### config.mk
export PLATFORM = sky130hd
export DESIGN_NAME = tick_timer_sched_flat
export DESIGN_NICKNAME = d
export VERILOG_FILES = /design/src/rtl/tick_timer_sched_if.sv /design/src/rtl/tick_timer_sched.sv /design/src/flat_wrapper.sv
export SDC_FILE = /design/constraint.sdc
export NUM_CORES = 1
export LEC_CHECK = 0
export BUFFER_PORTS_ARGS = -buffer_cell sky130_fd_sc_hd__buf_2
export CAP_MARGIN = 20
export CORE_MARGIN = 3
export CORE_UTILIZATION = 40
export CTS_CLUSTER_SIZE = 40
export DETAILED_ROUTE_END_ITERATION = 16
export PLACE_DENSITY = 0.67
export SYNTH_ARGS = -nofsm -noshare
export SYNTH_HDL_FRONTEND = slang
export SYNTH_SLANG_ARGS = --single-unit
### constraint.sdc
create_clock -name clk -period 2.71 [get_ports clk]
set_input_delay 0.542 -clock clk [delete_from_list [all_inputs] [get_ports clk]]
set_output_delay 0.542 -clock clk [all_outputs]
set_load 0.03 [all_outputs]
### src/rtl/tick_timer_sched_if.sv
// Configuration, interrupt and status bundle between the register block and tick_timer_sched.
// The master drives configuration/acks; the slave (the scheduler) drives tick/expiry/status.
interface tick_timer_sched_if #(
    parameter int WD  = 10,
    parameter int NCH = 4,
    parameter int CW  = 16
);
    logic [WD-1:0]     cfg_max_cnt;
    logic [NCH-1:0]    cfg_ch_en;
    logic [NCH*CW-1:0] cfg_ch_period;
    logic [NCH-1:0]    cfg_ch_oneshot;
    logic [NCH-1:0]    irq_ack;
    logic              ovr_clr;
    logic              tick;
    logic [NCH-1:0]    expire_pulse;
    logic [NCH-1:0]    irq_pend;
    logic              ovr_err;
    logic              busy;

    modport master (
        output cfg_max_cnt, cfg_ch_en, cfg_ch_period, cfg_ch_oneshot, irq_ack, ovr_clr,
        input  tick, expire_pulse, irq_pend, ovr_err, busy
    );

    modport slave (
        input  cfg_max_cnt, cfg_ch_en, cfg_ch_period, cfg_ch_oneshot, irq_ack, ovr_clr,
        output tick, expire_pulse, irq_pend, ovr_err, busy
    );
endinterface

### src/rtl/tick_timer_sched.sv
// Multi-channel timer scheduler: shared prescaler tick, one channel decremented per cycle during SCAN.
// Optional one-shot channels are built when TICK_SCHED_ONESHOT_EN is defined.
module tick_timer_sched #(
    parameter int WD  = 10,
    parameter int NCH = 4,
    parameter int CW  = 16
) (
    input  logic              clk,
    input  logic              reset,
    tick_timer_sched_if.slave bus
);

    localparam int IW = (NCH > 1) ? $clog2(NCH) : 1;
    localparam logic [IW-1:0] LAST_IDX = IW'(NCH - 1);

    typedef enum logic [0:0] {
        ST_IDLE = 1'b0,
        ST_SCAN = 1'b1
    } state_t;

    state_t         r_state;
    state_t         w_state_nx;
    logic [IW-1:0]  r_idx;
    logic [IW-1:0]  w_idx_nx;
    logic           r_tick_pend;
    logic           w_tick_pend_nx;
    logic           w_ovr_set;
    logic           w_scan;

    logic [WD-1:0]  r_cnt;
    logic           r_tick;
    logic           r_ovr_err;
    logic           r_busy;
    logic [NCH-1:0] r_expire;
    logic [NCH-1:0] r_irq_pend;
    logic [NCH-1:0] w_visit;
    logic [NCH-1:0] w_hit;
    logic [NCH-1:0] w_done;
    logic [CW-1:0]  r_ch_cnt [NCH];

    // Prescaler: free-running past a lowered terminal count, wrapping at 2^WD-1 without a tick
    always_ff @(posedge clk) begin
        if (reset) begin
            r_cnt  <= '0;
            r_tick <= 1'b0;
        end else if (r_cnt == bus.cfg_max_cnt) begin
            r_cnt  <= '0;
            r_tick <= 1'b1;
        end else begin
            r_cnt  <= r_cnt + WD'(1);
            r_tick <= 1'b0;
        end
    end

    // Sequencer next-state: at most one tick is queued; a tick meeting a full queue is an overrun
    always_comb begin
        w_state_nx     = r_state;
        w_idx_nx       = r_idx;
        w_tick_pend_nx = r_tick_pend;
        w_ovr_set      = 1'b0;
        w_scan         = 1'b0;
        case (r_state)
            ST_IDLE: begin
                if (r_tick) begin
                    w_state_nx = ST_SCAN;
                    w_idx_nx   = '0;
                end else begin
                    w_state_nx = ST_IDLE;
                end
            end
            ST_SCAN: begin
                w_scan = 1'b1;
                if (r_idx == LAST_IDX) begin
                    w_idx_nx = '0;
                    if (r_tick_pend || r_tick) begin
                        w_state_nx     = ST_SCAN;
                        w_tick_pend_nx = 1'b0;
                        // queued tick starts the next scan, so a simultaneous fresh tick is lost
                        w_ovr_set      = r_tick_pend && r_tick;
                    end else begin
                        w_state_nx = ST_IDLE;
                    end
                end else begin
                    w_idx_nx = r_idx + IW'(1);
                    if (r_tick && r_tick_pend) begin
                        w_ovr_set = 1'b1;
                    end else if (r_tick) begin
                        w_tick_pend_nx = 1'b1;
                    end else begin
                        w_tick_pend_nx = r_tick_pend;
                    end
                end
            end
            default: begin
                w_state_nx     = ST_IDLE;
                w_idx_nx       = '0;
                w_tick_pend_nx = 1'b0;
            end
        endcase
    end

    // Sequencer state, queued tick, overrun flag and busy status
    always_ff @(posedge clk) begin
        if (reset) begin
            r_state     <= ST_IDLE;
            r_idx       <= '0;
            r_tick_pend <= 1'b0;
            r_ovr_err   <= 1'b0;
            r_busy      <= 1'b0;
        end else begin
            r_state     <= w_state_nx;
            r_idx       <= w_idx_nx;
            r_tick_pend <= w_tick_pend_nx;
            r_ovr_err   <= w_ovr_set | (r_ovr_err & ~bus.ovr_clr);
            r_busy      <= (w_state_nx == ST_SCAN);
        end
    end

    // Per-channel decode of the slot being scanned this cycle
    always_comb begin
        w_visit = '0;
        w_hit   = '0;
        for (int k = 0; k < NCH; k++) begin
            w_visit[k] = w_scan && (r_idx == IW'(k)) && bus.cfg_ch_en[k] && !w_done[k];
            w_hit[k]   = w_visit[k] && (r_ch_cnt[k] == '0);
        end
    end

    // Channel counters: period is sampled only while disabled or on reload
    always_ff @(posedge clk) begin
        if (reset) begin
            for (int k = 0; k < NCH; k++) begin
                r_ch_cnt[k] <= '0;
            end
        end else begin
            for (int k = 0; k < NCH; k++) begin
                if (!bus.cfg_ch_en[k]) begin
                    r_ch_cnt[k] <= bus.cfg_ch_period[k*CW +: CW];
                end else if (w_hit[k]) begin
                    r_ch_cnt[k] <= bus.cfg_ch_period[k*CW +: CW];
                end else if (w_visit[k]) begin
                    r_ch_cnt[k] <= r_ch_cnt[k] - CW'(1);
                end else begin
                    r_ch_cnt[k] <= r_ch_cnt[k];
                end
            end
        end
    end

    // Expiry strobes and sticky interrupt flags; a new expiry beats a same-cycle ack
    always_ff @(posedge clk) begin
        if (reset) begin
            r_expire   <= '0;
            r_irq_pend <= '0;
        end else begin
            r_expire   <= w_hit;
            r_irq_pend <= w_hit | (r_irq_pend & ~bus.irq_ack);
        end
    end

`ifdef TICK_SCHED_ONESHOT_EN
    logic [NCH-1:0] r_done;

    // One-shot completion: latched at expiry, rearmed by dropping the enable
    always_ff @(posedge clk) begin
        if (reset) begin
            r_done <= '0;
        end else begin
            for (int k = 0; k < NCH; k++) begin
                if (!bus.cfg_ch_en[k]) begin
                    r_done[k] <= 1'b0;
                end else if (w_hit[k] && bus.cfg_ch_oneshot[k]) begin
                    r_done[k] <= 1'b1;
                end else begin
                    r_done[k] <= r_done[k];
                end
            end
        end
    end

    assign w_done = r_done;
`else
    logic w_unused_oneshot;

    assign w_unused_oneshot = ^bus.cfg_ch_oneshot;
    assign w_done           = '0;
`endif

    assign bus.tick         = r_tick;
    assign bus.expire_pulse = r_expire;
    assign bus.irq_pend     = r_irq_pend;
    assign bus.ovr_err      = r_ovr_err;
    assign bus.busy         = r_busy;

endmodule

### src/flat_wrapper.sv
// flat-port wrapper written by rule: the top's interface ports become plain ports
module tick_timer_sched_flat 
#(
    parameter int WD  = 10,
    parameter int NCH = 4,
    parameter int CW  = 16
)
  (clk, reset, bus_cfg_max_cnt, bus_cfg_ch_en, bus_cfg_ch_period, bus_cfg_ch_oneshot, bus_irq_ack, bus_ovr_clr, bus_tick, bus_expire_pulse, bus_irq_pend, bus_ovr_err, bus_busy);
  tick_timer_sched_if #(.WD(WD), .NCH(NCH), .CW(CW)) bus_i ();
  input  logic clk;
  input  logic reset;
  input wire logic [$bits(bus_i.cfg_max_cnt)-1:0] bus_cfg_max_cnt;
  input wire logic [$bits(bus_i.cfg_ch_en)-1:0] bus_cfg_ch_en;
  input wire logic [$bits(bus_i.cfg_ch_period)-1:0] bus_cfg_ch_period;
  input wire logic [$bits(bus_i.cfg_ch_oneshot)-1:0] bus_cfg_ch_oneshot;
  input wire logic [$bits(bus_i.irq_ack)-1:0] bus_irq_ack;
  input wire logic [$bits(bus_i.ovr_clr)-1:0] bus_ovr_clr;
  output wire logic [$bits(bus_i.tick)-1:0] bus_tick;
  output wire logic [$bits(bus_i.expire_pulse)-1:0] bus_expire_pulse;
  output wire logic [$bits(bus_i.irq_pend)-1:0] bus_irq_pend;
  output wire logic [$bits(bus_i.ovr_err)-1:0] bus_ovr_err;
  output wire logic [$bits(bus_i.busy)-1:0] bus_busy;
  assign bus_i.cfg_max_cnt = bus_cfg_max_cnt;
  assign bus_i.cfg_ch_en = bus_cfg_ch_en;
  assign bus_i.cfg_ch_period = bus_cfg_ch_period;
  assign bus_i.cfg_ch_oneshot = bus_cfg_ch_oneshot;
  assign bus_i.irq_ack = bus_irq_ack;
  assign bus_i.ovr_clr = bus_ovr_clr;
  assign bus_tick = bus_i.tick;
  assign bus_expire_pulse = bus_i.expire_pulse;
  assign bus_irq_pend = bus_i.irq_pend;
  assign bus_ovr_err = bus_i.ovr_err;
  assign bus_busy = bus_i.busy;
  tick_timer_sched #(.WD(WD), .NCH(NCH), .CW(CW)) u_core (.clk(clk), .reset(reset), .bus(bus_i));
endmodule
==> flow_summary.rst, run 1 <==
.. list-table::
   :header-rows: 1

   * - Metric
     - Value
   * - Cell types occupying the most area after synthesis
     - sky130_fd_sc_hd__edfxtp_1 39%, sky130_fd_sc_hd__dfxtp_1 9.7%, sky130_fd_sc_hd__xnor2_1 6.0%, sky130_fd_sc_hd__nor2_1 5.8%, sky130_fd_sc_hd__xor2_1 5.3%
   * - Y dimension of the die
     - 117.0 um
   * - Async set-reset flop share out of synthesis
     - 0%
   * - Min-delay worst type
     - input port to flop
   * - Total number of vias
     - 3877
   * - Worst Hold Launch
     - bus_irq_ack[3]
   * - Clock network fraction of design power
     - 38.1%
   * - Maximum single-stage delay on the critical path
     - 0.68 ns
   * - Total track usage
     - 16.15%
   * - Setup_tns
     - 0 ns
   * - Slew HR
     - 45.74%
   * - Antenna diode instance count
     - 0
   * - Cell area after placement
     - 5564 um2
   * - Endpoint kind of the worst setup timing path
     - flop
   * - Number of max-slew violations in the final report
     - 0
   * - Sequential share of power
     - 50.5%
   * - Switching power total
     - 0.0007824 W
   * - Antenna violations before repair
     - 0
   * - Row Count
     - 39
   * - Count of buffering cells on the critical path with inverters included
     - 2
   * - Final Util
     - 49.98%
   * - Critical path launch point
     - u_core.r_ch_cnt[2][0]
   * - Count of port buffers added during placement
     - 95
   * - Leakage power of the design
     - 2.222 nW
   * - Outcome
     - finished, final reports clean
   * - Max capacitance violation total
     - 0
   * - Number of nets in the layout
     - 676
   * - Leading register cell type out of synthesis
     - sky130_fd_sc_hd__edfxtp_1
   * - Drt wl/cell
     - 14.98 um
   * - Multiplexer share of the synthesized area
     - 0.8118%
   * - Final clock period utilization by the worst path
     - 88.23%
   * - Share of the synthesized area in compound gates (AO/OA/AOI/OAI)
     - 12.96%
   * - Number of hold buffers added after CTS
     - 0
   * - Critical Path AT
     - 2.46 ns
   * - Required time of the critical path
     - 2.78 ns
   * - Number of fillers in the final layout
     - 1101
   * - DR vias/cell
     - 5.340
   * - Routed WL
     - 10.88 mm
   * - Number of search-and-repair iterations in the first detailed-routing pass
     - 4
   * - Placer Congestion
     - 0.7828
   * - Vias in the first global route
     - 3752
   * - Cell-by-cell listing of the critical path
     - inv_1 > ha_1 > nor3b_1 > buf_4 > nand4_1 > and4_1 > mux2i_1 > nor2_1
   * - Element type at the critical path start
     - flop
   * - Total grt overflow
     - 0
   * - Worst-skew pair later-pin latency
     - 0.34 ns
   * - Highest attainable clock frequency
     - 418.2 MHz
   * - Sequential-to-total area share from yosys stat
     - 48.71%
   * - Ports
     - 100
   * - Share of total power consumed by net switching
     - 24.40%
   * - Sequential standard cell area
     - 2402 um2
   * - Post-CTS setup-driven buffer insertion count
     - 0
   * - Initial core utilization
     - 42.12%
   * - Hold Vio Cnt, Final
     - 0
   * - Final design area excluding fillers
     - 5853 um2
   * - EDFF count, synth
     - 64
   * - Number of sinks handled by clock tree synthesis
     - 88
   * - Mapped Nets
     - 581
   * - Clock Root Buffer
     - sky130_fd_sc_hd__clkbuf_16
   * - Netlist Area Pre-Place
     - 4932 um2
   * - Count of yosys warnings during synthesis
     - 0
   * - Final Critical Period
     - 2.391 ns
   * - Critical register-to-register path startpoint
     - u_core.r_ch_cnt[2][0]
   * - Number of distinct library cells after synthesis
     - 49
   * - Area share of the leading cell type in the synthesized netlist
     - 38.96%
   * - Fin Clk Skew
     - 0.01000 ns
   * - Fraction of final layout cells with drive strength greater than 1
     - 22.81%
   * - Cell internal pwr
     - 0.002424 W
   * - Post-synthesis share of cell area spent on and, or, nand and nor gates
     - 21.06%
   * - Synthesized-area fraction occupied by adder cells
     - 2.283%
   * - Post-Synthesis Mean Instance Area
     - 10.21 um2
   * - Violation count after the first detailed-route iteration
     - 176
   * - Clock tree from TritonCTS
     - done
   * - Cts bufs inserted
     - 9
   * - Number of instances in the synthesized netlist
     - 483
   * - Proportion of power drawn by combinational gates
     - 11.4%
   * - Largest net degree at the start of global routing
     - 51
   * - First-pass GRT wire length
     - 17.55 mm
   * - Layout-stage area growth over the synthesis result
     - 18.67%
   * - Dominant combinational cell family by area after synthesis
     - simple AND/OR/NAND/NOR gates
   * - Die X-Extent
     - 117.0 um
   * - CORE AREA
     - 11710 um2
   * - Xor and xnor area share after synthesis
     - 11.36%
   * - DPL Wire Length
     - 7.782 mm
   * - Power density of the placed cells
     - 547.8 nW/um2
   * - Slowest stage cell on the critical path
     - sky130_fd_sc_hd__and4_1
   * - Area enclosed by the die boundary
     - 13700 um2
   * - DRC violations left
     - 0
   * - Flop and latch count out of synthesis
     - 88
   * - Worst vdd rail ir drop
     - 0.0002555 V
   * - Area occupied by multi-input gates
     - 2391 um2
   * - Kind of cell adding the most delay to the critical path
     - simple AND/OR/NAND/NOR gates
   * - Post-synth top area cell
     - sky130_fd_sc_hd__edfxtp_1
   * - RSZ-0062 raised after global routing
     - no
   * - Total number of H-tree levels
     - 3
   * - Total of cells resized after clock tree synthesis
     - 0
   * - Clock Pin Slew Worst Setup and Hold Paths
     - 0.06 ns
   * - Number of endpoints failing setup at the final stage
     - 0
   * - Worst Path Max Fanout
     - 21
   * - Crit path kind
     - flop to flop
   * - Worst-Margin Slew
     - 0.8116 ns
   * - Maximum number of buffers from clock root to sink
     - 2
   * - Count of antenna-violating nets left after detailed routing
     - 0
per-stage QoR:
step / hold WS [ns] / total power [W] / setup WS (ns) / cells
after floorplan: 0.4358 / 0.001871 / 0.5073 / 483
after global placement: 0.4312 / 0.002000 / 0.4067 / 710
after detailed placement: 0.4395 / 0.002011 / 0.3224 / 710
after CTS: 0.3910 / 0.003253 / 0.3013 / 726
after global routing: 0.4404 / 0.003350 / 0.1474 / 726
final: 0.4050 / 0.003206 / 0.3190 / 726
routing by layer:
metal / up-vias / track usage [%] / routed length (um)
met1: 1827 / 20.95 / 4922
li1: 1979 / - / -
met5: - / 0 / 0
met2: 62 / 26.62 / 5358
met4: 0 / 6.422 / 153
met3: 9 / 3.136 / 442
cells in the final DEF, fill, tap and decap left out, types with 2 or more instances in the layout:
cell type                    n
sky130_fd_sc_hd__nor2b_1     5
sky130_fd_sc_hd__o31ai_1     4
sky130_fd_sc_hd__or4_1       5
sky130_fd_sc_hd__and4_1      3
sky130_fd_sc_hd__inv_1      15
sky130_fd_sc_hd__xor2_1     30
sky130_fd_sc_hd__o2bb2ai_1  12
sky130_fd_sc_hd__buf_2      95
sky130_fd_sc_hd__nor4_1     15
sky130_fd_sc_hd__clkbuf_16   9
sky130_fd_sc_hd__nand2_1    23
sky130_fd_sc_hd__a211oi_1   31
sky130_fd_sc_hd__nand2b_1    8
sky130_fd_sc_hd__a21o_1      4
sky130_fd_sc_hd__nor2_1     76
sky130_fd_sc_hd__and3_1      5
sky130_fd_sc_hd__nand4_1     7
sky130_fd_sc_hd__buf_4       8
sky130_fd_sc_hd__nand3_1    16
sky130_fd_sc_hd__o2bb2ai_2   2
sky130_fd_sc_hd__or4_4       2
sky130_fd_sc_hd__or3_1       2
sky130_fd_sc_hd__a21oi_1    15
sky130_fd_sc_hd__nor3_1     14
sky130_fd_sc_hd__nor4_2      3
sky130_fd_sc_hd__clkinv_2    2
sky130_fd_sc_hd__a311oi_1    6
sky130_fd_sc_hd__dfxtp_1    24
sky130_fd_sc_hd__xnor2_1    34
sky130_fd_sc_hd__mux2i_1     4
sky130_fd_sc_hd__edfxtp_1   64
sky130_fd_sc_hd__nor3b_1     5
sky130_fd_sc_hd__ha_1        9
sky130_fd_sc_hd__o21ai_0     6
state kept, by name (all words and copies together), names as in the netlist:
register / count
u_core.bus.ovr_err: 1
u_core.r_state: 1
u_core.r_idx: 2
u_core.bus.tick: 1
u_core.bus.irq_pend: 4
u_core.r_cnt: 10
u_core.bus.expire_pulse: 4
u_core.r_tick_pend: 1
u_core.r_ch_cnt: 64
path summary, 6_finish.rpt:
kind | end | slack, ns | depth (start not counted)
hold reg to reg | u_core.bus.irq_pend[2] | 0.45 | 1
setup / recovery | u_core.r_ch_cnt[2][1] | 0.32 | 8
setup reg to reg | u_core.r_ch_cnt[2][1] | 0.32 | 8
hold / removal | u_core.bus.irq_pend[3] | 0.40 | 2
cell families (layout without fill, tap and decap cells):
group	Yosys count	in the layout
multiplexers	4	4
buffers and inverters	34	134
AND/OR/NAND/NOR	198	198
adder cells (fa/ha/maj)	9	9
XOR/XNOR	64	64
AO/OA/AOI/OAI	86	86
flip-flops	88	88
power by group through the flow:
stage | logic [W] | registers, W | clock network [W]
floorplan | 0.000246 | 0.00163 | 0
global placement | 0.000358 | 0.00164 | 0
detailed placement | 0.000364 | 0.00165 | 0
CTS | 0.000368 | 0.00162 | 0.00127
global route | 0.000410 | 0.00163 | 0.00131
finish | 0.000364 | 0.00162 | 0.00122
Yosys cell counts, types with 4 or more instances:
cell                         n
sky130_fd_sc_hd__xor2_1     30
sky130_fd_sc_hd__nand3_1    16
sky130_fd_sc_hd__nand2b_1    8
sky130_fd_sc_hd__xnor2_1    34
sky130_fd_sc_hd__nor2_1     76
sky130_fd_sc_hd__o21ai_0     6
sky130_fd_sc_hd__nor3_1     14
sky130_fd_sc_hd__ha_1        9
sky130_fd_sc_hd__a21oi_1    15
sky130_fd_sc_hd__inv_1      15
sky130_fd_sc_hd__nand2_1    23
sky130_fd_sc_hd__nor4_1     15
sky130_fd_sc_hd__nor2b_1     5
sky130_fd_sc_hd__mux2i_1     4
sky130_fd_sc_hd__nor3b_1     5
sky130_fd_sc_hd__o31ai_1     4
sky130_fd_sc_hd__o2bb2ai_1  12
sky130_fd_sc_hd__a21o_1      4
sky130_fd_sc_hd__dfxtp_1    24
sky130_fd_sc_hd__a311oi_1    6
sky130_fd_sc_hd__edfxtp_1   64
sky130_fd_sc_hd__a211oi_1   31
sky130_fd_sc_hd__and3_1      5
sky130_fd_sc_hd__or4_1       5
sky130_fd_sc_hd__nand4_1     7
sky130_fd_sc_hd__clkbuf_1   13
layout make-up:
class | instances | share of cell area [%]
clock buffers | 10 | 3.912
clock inverters | 6 | 1.026
inverters | 15 | 0.9620
multi-input cells | 361 | 40.85
flip-flops and latches | 88 | 41.04
well taps | 143 | 3.057
repair buffers | 103 | 9.149
Power figures use the tool's default switching activity.
==> run 2: changes to the inputs <==
Settings changed: CELL_PAD_IN_SITES_DETAIL_PLACEMENT set to 1, CELL_PAD_IN_SITES_GLOBAL_PLACEMENT set to 2, CORE_UTILIZATION 40 to 35, PLACE_DENSITY 0.67 to 0.87, TNS_END_PERCENT set to 100.
==> flow_summary.rst, run 2 (synthesized netlist as in run 1, its figures left out) <==
.. list-table::
   :header-rows: 1

   * - Metric
     - Value
   * - Cts bufs inserted
     - 9 (unchanged)
   * - Post-CTS setup-driven buffer insertion count
     - 0 (unchanged)
   * - Leading registers by flop count
     - u_core.r_ch_cnt x64, u_core.r_cnt x10
   * - Crit path kind
     - flop to flop
   * - Antenna violations before repair
     - 0 (unchanged)
   * - Violation count after the first detailed-route iteration
     - 225 (+28%)
   * - Highest attainable clock frequency
     - 411.5 MHz (-1.6%)
   * - Number of nets in the layout
     - 678 (+0.30%)
   * - Clock Pin Slew Worst Setup and Hold Paths
     - 0.07 ns (about the same)
   * - Total number of H-tree levels
     - 3 (unchanged)
   * - Number of stages on the worst hold path
     - 2 (unchanged)
   * - DPL Wire Length
     - 9.169 mm (+18%)
   * - Final Critical Period
     - 2.430 ns (+0.03927 ns)
   * - Drt wl/cell
     - 16.61 um (+11%)
   * - Total number of vias
     - 4020 (+3.7%)
   * - Worst-skew pair later-pin latency
     - 0.35 ns (about the same)
   * - First-pass GRT wire length
     - 21.22 mm (+21%)
   * - Min-delay worst type
     - input port to flop
   * - RSZ-0062 raised after global routing
     - no
   * - Register with the most flip-flops
     - u_core.r_ch_cnt
   * - Final design area excluding fillers
     - 5897 um2 (+0.75%)
   * - Hold Vio Cnt, Final
     - 0 (unchanged)
   * - Largest net degree at the start of global routing
     - 51 (unchanged)
   * - Vias in the first global route
     - 4228 (+13%)
   * - Count of port buffers added during placement
     - 95 (unchanged)
   * - Number of endpoints failing setup at the final stage
     - 0 (unchanged)
   * - Total of cells resized after clock tree synthesis
     - 0 (unchanged)
   * - Placer Congestion
     - 0.7970 (+1.8%)
   * - Slew HR
     - 43.22% (-2.5 points)
   * - Cell-by-cell listing of the critical path
     - inv_1 > ha_1 > or3b_2 > nor3_1 > nand3b_1 > o21ai_2 > o2bb2ai_1
   * - Outcome
     - finished, final reports clean
   * - Fin Clk Skew
     - 0.009918 ns (-0.00008540 ns)
   * - Endpoint kind of the worst setup timing path
     - flop
   * - Power density of the placed cells
     - 537.3 nW/um2 (-1.9%)
   * - Y dimension of the die
     - 124.7 um (+6.5%)
   * - Setup_tns
     - 0 ns (unchanged)
   * - Initial core utilization
     - 36.52% (-5.6 points)
   * - Maximum single-stage delay on the critical path
     - 0.53 ns (-0.15 ns)
   * - Number of search-and-repair iterations in the first detailed-routing pass
     - 4 (unchanged)
   * - Antenna diode instance count
     - 0 (unchanged)
   * - Count of antenna-violating nets left after detailed routing
     - 0 (unchanged)
   * - Worst-Margin Slew
     - 0.8493 ns (+0.03771 ns)
   * - Total track usage
     - 16.52% (+0.37 points)
   * - Number of hold buffers added after CTS
     - 0 (unchanged)
   * - Final worst hold slack
     - 0.3855 ns (-0.01954 ns)
   * - Cell area after placement
     - 5615 um2 (+0.92%)
   * - Routed WL
     - 12.64 mm (+16%)
   * - DRC violations left
     - 0 (unchanged)
   * - Overall Power
     - 0.003169 W (-1.2%)
   * - Element type at the critical path start
     - flop
   * - Die X-Extent
     - 124.7 um (+6.5%)
   * - Total grt overflow
     - 0 (unchanged)
   * - Final clock period utilization by the worst path
     - 89.68% (+1.4 points)
   * - Leakage power of the design
     - 2.220 nW (about the same)
   * - Ports
     - 100 (unchanged)
   * - CORE AREA
     - 13510 um2 (+15%)
   * - Slowest stage cell on the critical path
     - sky130_fd_sc_hd__or3b_2
   * - Required time of the critical path
     - 2.89 ns (+0.11 ns)
   * - Maximum number of buffers from clock root to sink
     - 2 (unchanged)
   * - Path depth of the worst reg2reg path
     - 7 (-1)
   * - Row Count
     - 42 (+7.7%)
   * - Number of max-slew violations in the final report
     - 0 (unchanged)
   * - Layout-stage area growth over the synthesis result
     - 19.56%
   * - Clock Root Buffer
     - sky130_fd_sc_hd__clkbuf_16
   * - Fraction of final layout cells with drive strength greater than 1
     - 23.08% (+0.26 points)
   * - Worst Path Max Fanout
     - 16 (-24%)
   * - Area enclosed by the die boundary
     - 15550 um2 (+14%)
   * - Clock tree from TritonCTS
     - done
   * - Number of sinks handled by clock tree synthesis
     - 88 (unchanged)
   * - Largest register FFs
     - 64 (unchanged)
   * - Critical Path AT
     - 2.61 ns (+0.15 ns)
   * - DR vias/cell
     - 5.283 (-1.1%)
   * - Leading cell types in the layout, fill and taps excluded
     - 95 x sky130_fd_sc_hd__buf_2, 75 x sky130_fd_sc_hd__nor2_1, 64 x sky130_fd_sc_hd__edfxtp_1, 34 x sky130_fd_sc_hd__xnor2_1, 31 x sky130_fd_sc_hd__a211oi_1
   * - Commonest non-fill, non-tap cell in the layout
     - sky130_fd_sc_hd__buf_2
   * - Worst vdd rail ir drop
     - 0.0002666 V (+4.4%)
   * - Max capacitance violation total
     - 0 (unchanged)
## run 2: cell types whose count changed in the layout (fill, tap and decap cells not counted)
cell and change:
sky130_fd_sc_hd__buf_4 +1, sky130_fd_sc_hd__buf_8 +1, sky130_fd_sc_hd__bufinv_16 -1, sky130_fd_sc_hd__clkbuf_1 +1, sky130_fd_sc_hd__clkinv_2 -1, sky130_fd_sc_hd__clkinv_4 +1, sky130_fd_sc_hd__nor2_1 -1, sky130_fd_sc_hd__nor2_2 +1
## run 2: per-layer routing
layer  vias up  GRT usage [%]  routed length (um)
met5         -              0                   0
met4         0          6.061                 206
met3        13          2.744                 426
met2        75          27.29                6123
met1      1960          21.78                5885
li1       1972              -                   -
## run 2: final timing paths
path,startpoint,endpoint,slack (ns)
worst min register to register,u_core.bus.irq_pend[2],u_core.bus.irq_pend[2],0.45
worst max register to register,u_core.r_ch_cnt[3][0],u_core.r_ch_cnt[3][10],0.28
worst max-delay path,u_core.r_ch_cnt[3][0],u_core.r_ch_cnt[3][10],0.28
worst min-delay path,bus_irq_ack[3],u_core.bus.irq_pend[3],0.39
## run 2: report_power, final
part | internal (W) | switching, W
Sequential | 0.00153 | 0.0000882
Clock | 0.000622 | 0.000549
Combinational | 0.000181 | 0.000196
## run 2: area by class of cell
type | count | area (um2)
Clock inverter | 5 | 33.78
Tap cell | 176 | 220.2
Clock buffer | 11 | 232.7
Multi-Input combinational cell | 361 | 2394
Timing Repair Buffer | 105 | 558.0
Fill cell | 1563 | 7609
Inverter | 15 | 56.30
Sequential cell | 88 | 2402
## run 2: stage by stage
step	instances	setup WS, ns	util, %
global placement	744	0.2788	41.58
finish	761	0.2798	43.66
detailed placement	744	0.2144	41.58
global route	761	0.1021	43.66
floorplan	483	0.5073	-
CTS	760	0.2185	43.55
## run 2: worst max-delay path: cells and delay by family, from the launching register on
kind / cells / cell delay, ns
DFF: 1 / 0.42
adders and majority gates: 1 / 0.17
AOI/OAI and AO/OA: 2 / 0.56
and+or+nand+nor: 3 / 1.03
buffers and inverters: 1 / 0.08
==> run 3: changes to the inputs <==
Settings changed: CELL_PAD_IN_SITES_DETAIL_PLACEMENT 1 to unset, CELL_PAD_IN_SITES_GLOBAL_PLACEMENT 2 to unset, CORE_ASPECT_RATIO set to 1.4, CORE_UTILIZATION 35 to 40, PLACE_DENSITY 0.87 to 0.67.
==> flow_summary.rst, run 3 (synthesized netlist as in run 1, its figures left out) <==
.. list-table::
   :header-rows: 1

   * - Metric
     - Value
   * - Outcome
     - finished, final reports clean
   * - Antenna violations before repair
     - 0 (unchanged)
   * - Cts bufs inserted
     - 9 (unchanged)
   * - Slew HR
     - 46.20% (+3.0 points)
   * - Routed WL
     - 11.00 mm (-13%)
   * - Drt wl/cell
     - 15.03 um (-9.5%)
   * - Number of search-and-repair iterations in the first detailed-routing pass
     - 4 (unchanged)
   * - Post-CTS setup-driven buffer insertion count
     - 0 (unchanged)
   * - Total number of vias
     - 3907 (-2.8%)
   * - Cell area after placement
     - 5592 um2 (-0.42%)
   * - Setup slack, reg-to-reg
     - 0.36 ns (+0.08 ns)
   * - Total number of H-tree levels
     - 3 (unchanged)
   * - Critical Path AT
     - 2.53 ns (-0.08 ns)
   * - Number of endpoints failing setup at the final stage
     - 0 (unchanged)
   * - Clock Pin Slew Worst Setup and Hold Paths
     - 0.07 ns (about the same)
   * - Y dimension of the die
     - 137.4 um (+10%)
   * - Worst Path Max Fanout
     - 16 (unchanged)
   * - Hold Vio Cnt, Final
     - 0 (unchanged)
   * - DPL Wire Length
     - 8.103 mm (-12%)
   * - Final Util
     - 49.44% (+5.8 points)
   * - Proportion of power drawn by combinational gates
     - 11.0% (-0.9 points)
   * - Violation count after the first detailed-route iteration
     - 114 (-49%)
   * - RSZ-0062 raised after global routing
     - no
   * - Layout-stage area growth over the synthesis result
     - 19.66% (about the same)
   * - Vias in the first global route
     - 3951 (-6.6%)
   * - Sequential share of power
     - 49.1% (-2.1 points)
   * - Critical register-to-register path startpoint
     - u_core.r_ch_cnt[3][0]
   * - Share of total power consumed by net switching
     - 23.82% (-2.5 points)
   * - Worst-Margin Slew
     - 0.8048 ns (-0.04459 ns)
   * - Count of port buffers added during placement
     - 95 (unchanged)
   * - Number of fillers in the final layout
     - 1089 (-30%)
   * - Area enclosed by the die boundary
     - 13720 um2 (-12%)
   * - Cell internal pwr
     - 0.002513 W (+7.6%)
   * - Leading cell types in the layout, fill and taps excluded
     - 95 x sky130_fd_sc_hd__buf_2, 76 x sky130_fd_sc_hd__nor2_1, 64 x sky130_fd_sc_hd__edfxtp_1, 34 x sky130_fd_sc_hd__xnor2_1, 31 x sky130_fd_sc_hd__a211oi_1
   * - Crit path kind
     - flop to flop
   * - Clock tree from TritonCTS
     - done
   * - Number of hold buffers added after CTS
     - 0 (unchanged)
   * - Total track usage
     - 16.35% (-0.17 points)
   * - Required time of the critical path
     - 2.89 ns (about the same)
   * - Critical path launch point
     - u_core.r_ch_cnt[3][0]
   * - Number of sinks handled by clock tree synthesis
     - 88 (unchanged)
   * - Min-delay worst type
     - input port to flop
   * - Commonest non-fill, non-tap cell in the layout
     - sky130_fd_sc_hd__buf_2
   * - Path depth of the worst reg2reg path
     - 7 (unchanged)
   * - First-pass GRT wire length
     - 17.97 mm (-15%)
   * - Die X-Extent
     - 99.85 um (-20%)
   * - Register with the most flip-flops
     - u_core.r_ch_cnt
   * - Clock network fraction of design power
     - 39.9% (+3.0 points)
   * - Fraction of final layout cells with drive strength greater than 1
     - 23.42% (+0.34 points)
   * - Number of nets in the layout
     - 679 (+0.15%)
   * - Clock Root Buffer
     - sky130_fd_sc_hd__clkbuf_16
   * - Worst vdd rail ir drop
     - 0.0002690 V (+0.89%)
   * - Total grt overflow
     - 0 (unchanged)
   * - Switching power total
     - 0.0007858 W (-5.6%)
   * - Maximum number of buffers from clock root to sink
     - 2 (unchanged)
   * - Total of cells resized after clock tree synthesis
     - 0 (unchanged)
   * - Largest net degree at the start of global routing
     - 30 (-41%)
   * - Reg-to-reg critical path endpoint
     - u_core.r_ch_cnt[3][7]
   * - Worst-skew pair later-pin latency
     - 0.34 ns (about the same)
   * - Leading registers by flop count
     - u_core.r_ch_cnt x64, u_core.r_cnt x10
   * - Leakage power of the design
     - 2.242 nW (+0.98%)
   * - CORE AREA
     - 11940 um2 (-12%)
   * - Power density of the placed cells
     - 559.0 nW/um2 (+4.0%)
   * - Largest register FFs
     - 64 (unchanged)
   * - Initial core utilization
     - 41.32% (+4.8 points)
   * - Setup WS post-layout
     - 0.3630 ns (+0.08322 ns)
   * - Setup_tns
     - 0 ns (unchanged)
   * - Max capacitance violation total
     - 0 (unchanged)
   * - DR vias/cell
     - 5.337 (+1.0%)
   * - Row Count
     - 47 (+12%)
   * - Final Critical Period
     - 2.347 ns (-0.08322 ns)
   * - Highest attainable clock frequency
     - 426.1 MHz (+3.5%)
   * - Placer Congestion
     - 0.8155 (+2.3%)
   * - Element type at the critical path start
     - flop
   * - DRC violations left
     - 0 (unchanged)
   * - Antenna diode instance count
     - 0 (unchanged)
   * - Number of max-slew violations in the final report
     - 0 (unchanged)
   * - Fin Clk Skew
     - 0.007775 ns (-0.002143 ns)
   * - Endpoint kind of the worst setup timing path
     - flop
   * - Post-Place Worst Slack
     - 0.3248 ns (+0.1104 ns)
   * - Final clock period utilization by the worst path
     - 86.61% (-3.1 points)
   * - Final design area excluding fillers
     - 5902 um2 (about the same)
   * - Critical Path Sink
     - u_core.r_ch_cnt[3][7]
   * - Ports
     - 100 (unchanged)
   * - Count of antenna-violating nets left after detailed routing
     - 0 (unchanged)
## run 3: cell types whose count changed in the layout (fill, tap and decap cells not counted), sizes merged
| cell | before | now |
|---|---|---|
| bufinv | 0 | 2 |
| clkbuf | 11 | 9 |
| clkinv | 4 | 2 |
| buf | 105 | 106 |
| clkinvlp | 1 | 2 |
## run 3: worst min path at each step
stage | cells past startpoint | from | to
floorplan | 1 | u_core.r_cnt[0] | u_core.r_cnt[0]
global placement | 1 | u_core.bus.irq_pend[2] | u_core.bus.irq_pend[2]
detailed placement | 1 | u_core.bus.irq_pend[2] | u_core.bus.irq_pend[2]
CTS | 2 | bus_irq_ack[3] | u_core.bus.irq_pend[3]
global route | 2 | bus_irq_ack[3] | u_core.bus.irq_pend[3]
finish | 2 | bus_irq_ack[3] | u_core.bus.irq_pend[3]
## run 3: critical path, cell delays in order (launching register included)
cell                        delay [ns]
sky130_fd_sc_hd__edfxtp_1         0.43
sky130_fd_sc_hd__inv_1            0.08
sky130_fd_sc_hd__ha_1             0.17
sky130_fd_sc_hd__or3b_2           0.53
sky130_fd_sc_hd__nor3_1           0.25
sky130_fd_sc_hd__nand3b_1         0.20
sky130_fd_sc_hd__o21ai_2          0.33
sky130_fd_sc_hd__o2bb2ai_1        0.20
## run 3: layer usage
layer	wire [um]	up-vias	GRT usage (%)
li1	-	1984	-
met2	5609	76	28.92
met5	0	-	0
met3	471	18	3.040
met4	226	0	7.517
met1	4692	1829	19.02
## run 3: per-stage QoR
stage          cells  power [W]  hold WS, ns
3_5_place_dp     717   0.002012       0.4432
4_1_cts          732   0.003340       0.3838
3_3_place_gp     717   0.001998       0.4307
6_report         732   0.003299       0.3980
2_1_floorplan    483   0.001871       0.4358
5_1_grt          732   0.003435       0.3830
## run 3: cell type report
cell class | count | area (um2) | area share [%]
flip-flops and latches | 88 | 2402 | 40.70
multi-input cells | 361 | 2391 | 40.51
repair buffers | 106 | 558.0 | 9.455
clock buffers | 9 | 225.2 | 3.816
well taps | 147 | 183.9 | 3.116
clock inverters | 6 | 85.08 | 1.442
inverters | 15 | 56.30 | 0.9540
## run 3: power groups by stage
stage	clock (W)	sequential, W	combinational (W)
finish	0.00132	0.00162	0.000364
global route	0.00140	0.00163	0.000408
CTS	0.00135	0.00162	0.000369
detailed placement	0	0.00165	0.000366
global placement	0	0.00164	0.000358
floorplan	0	0.00163	0.000246
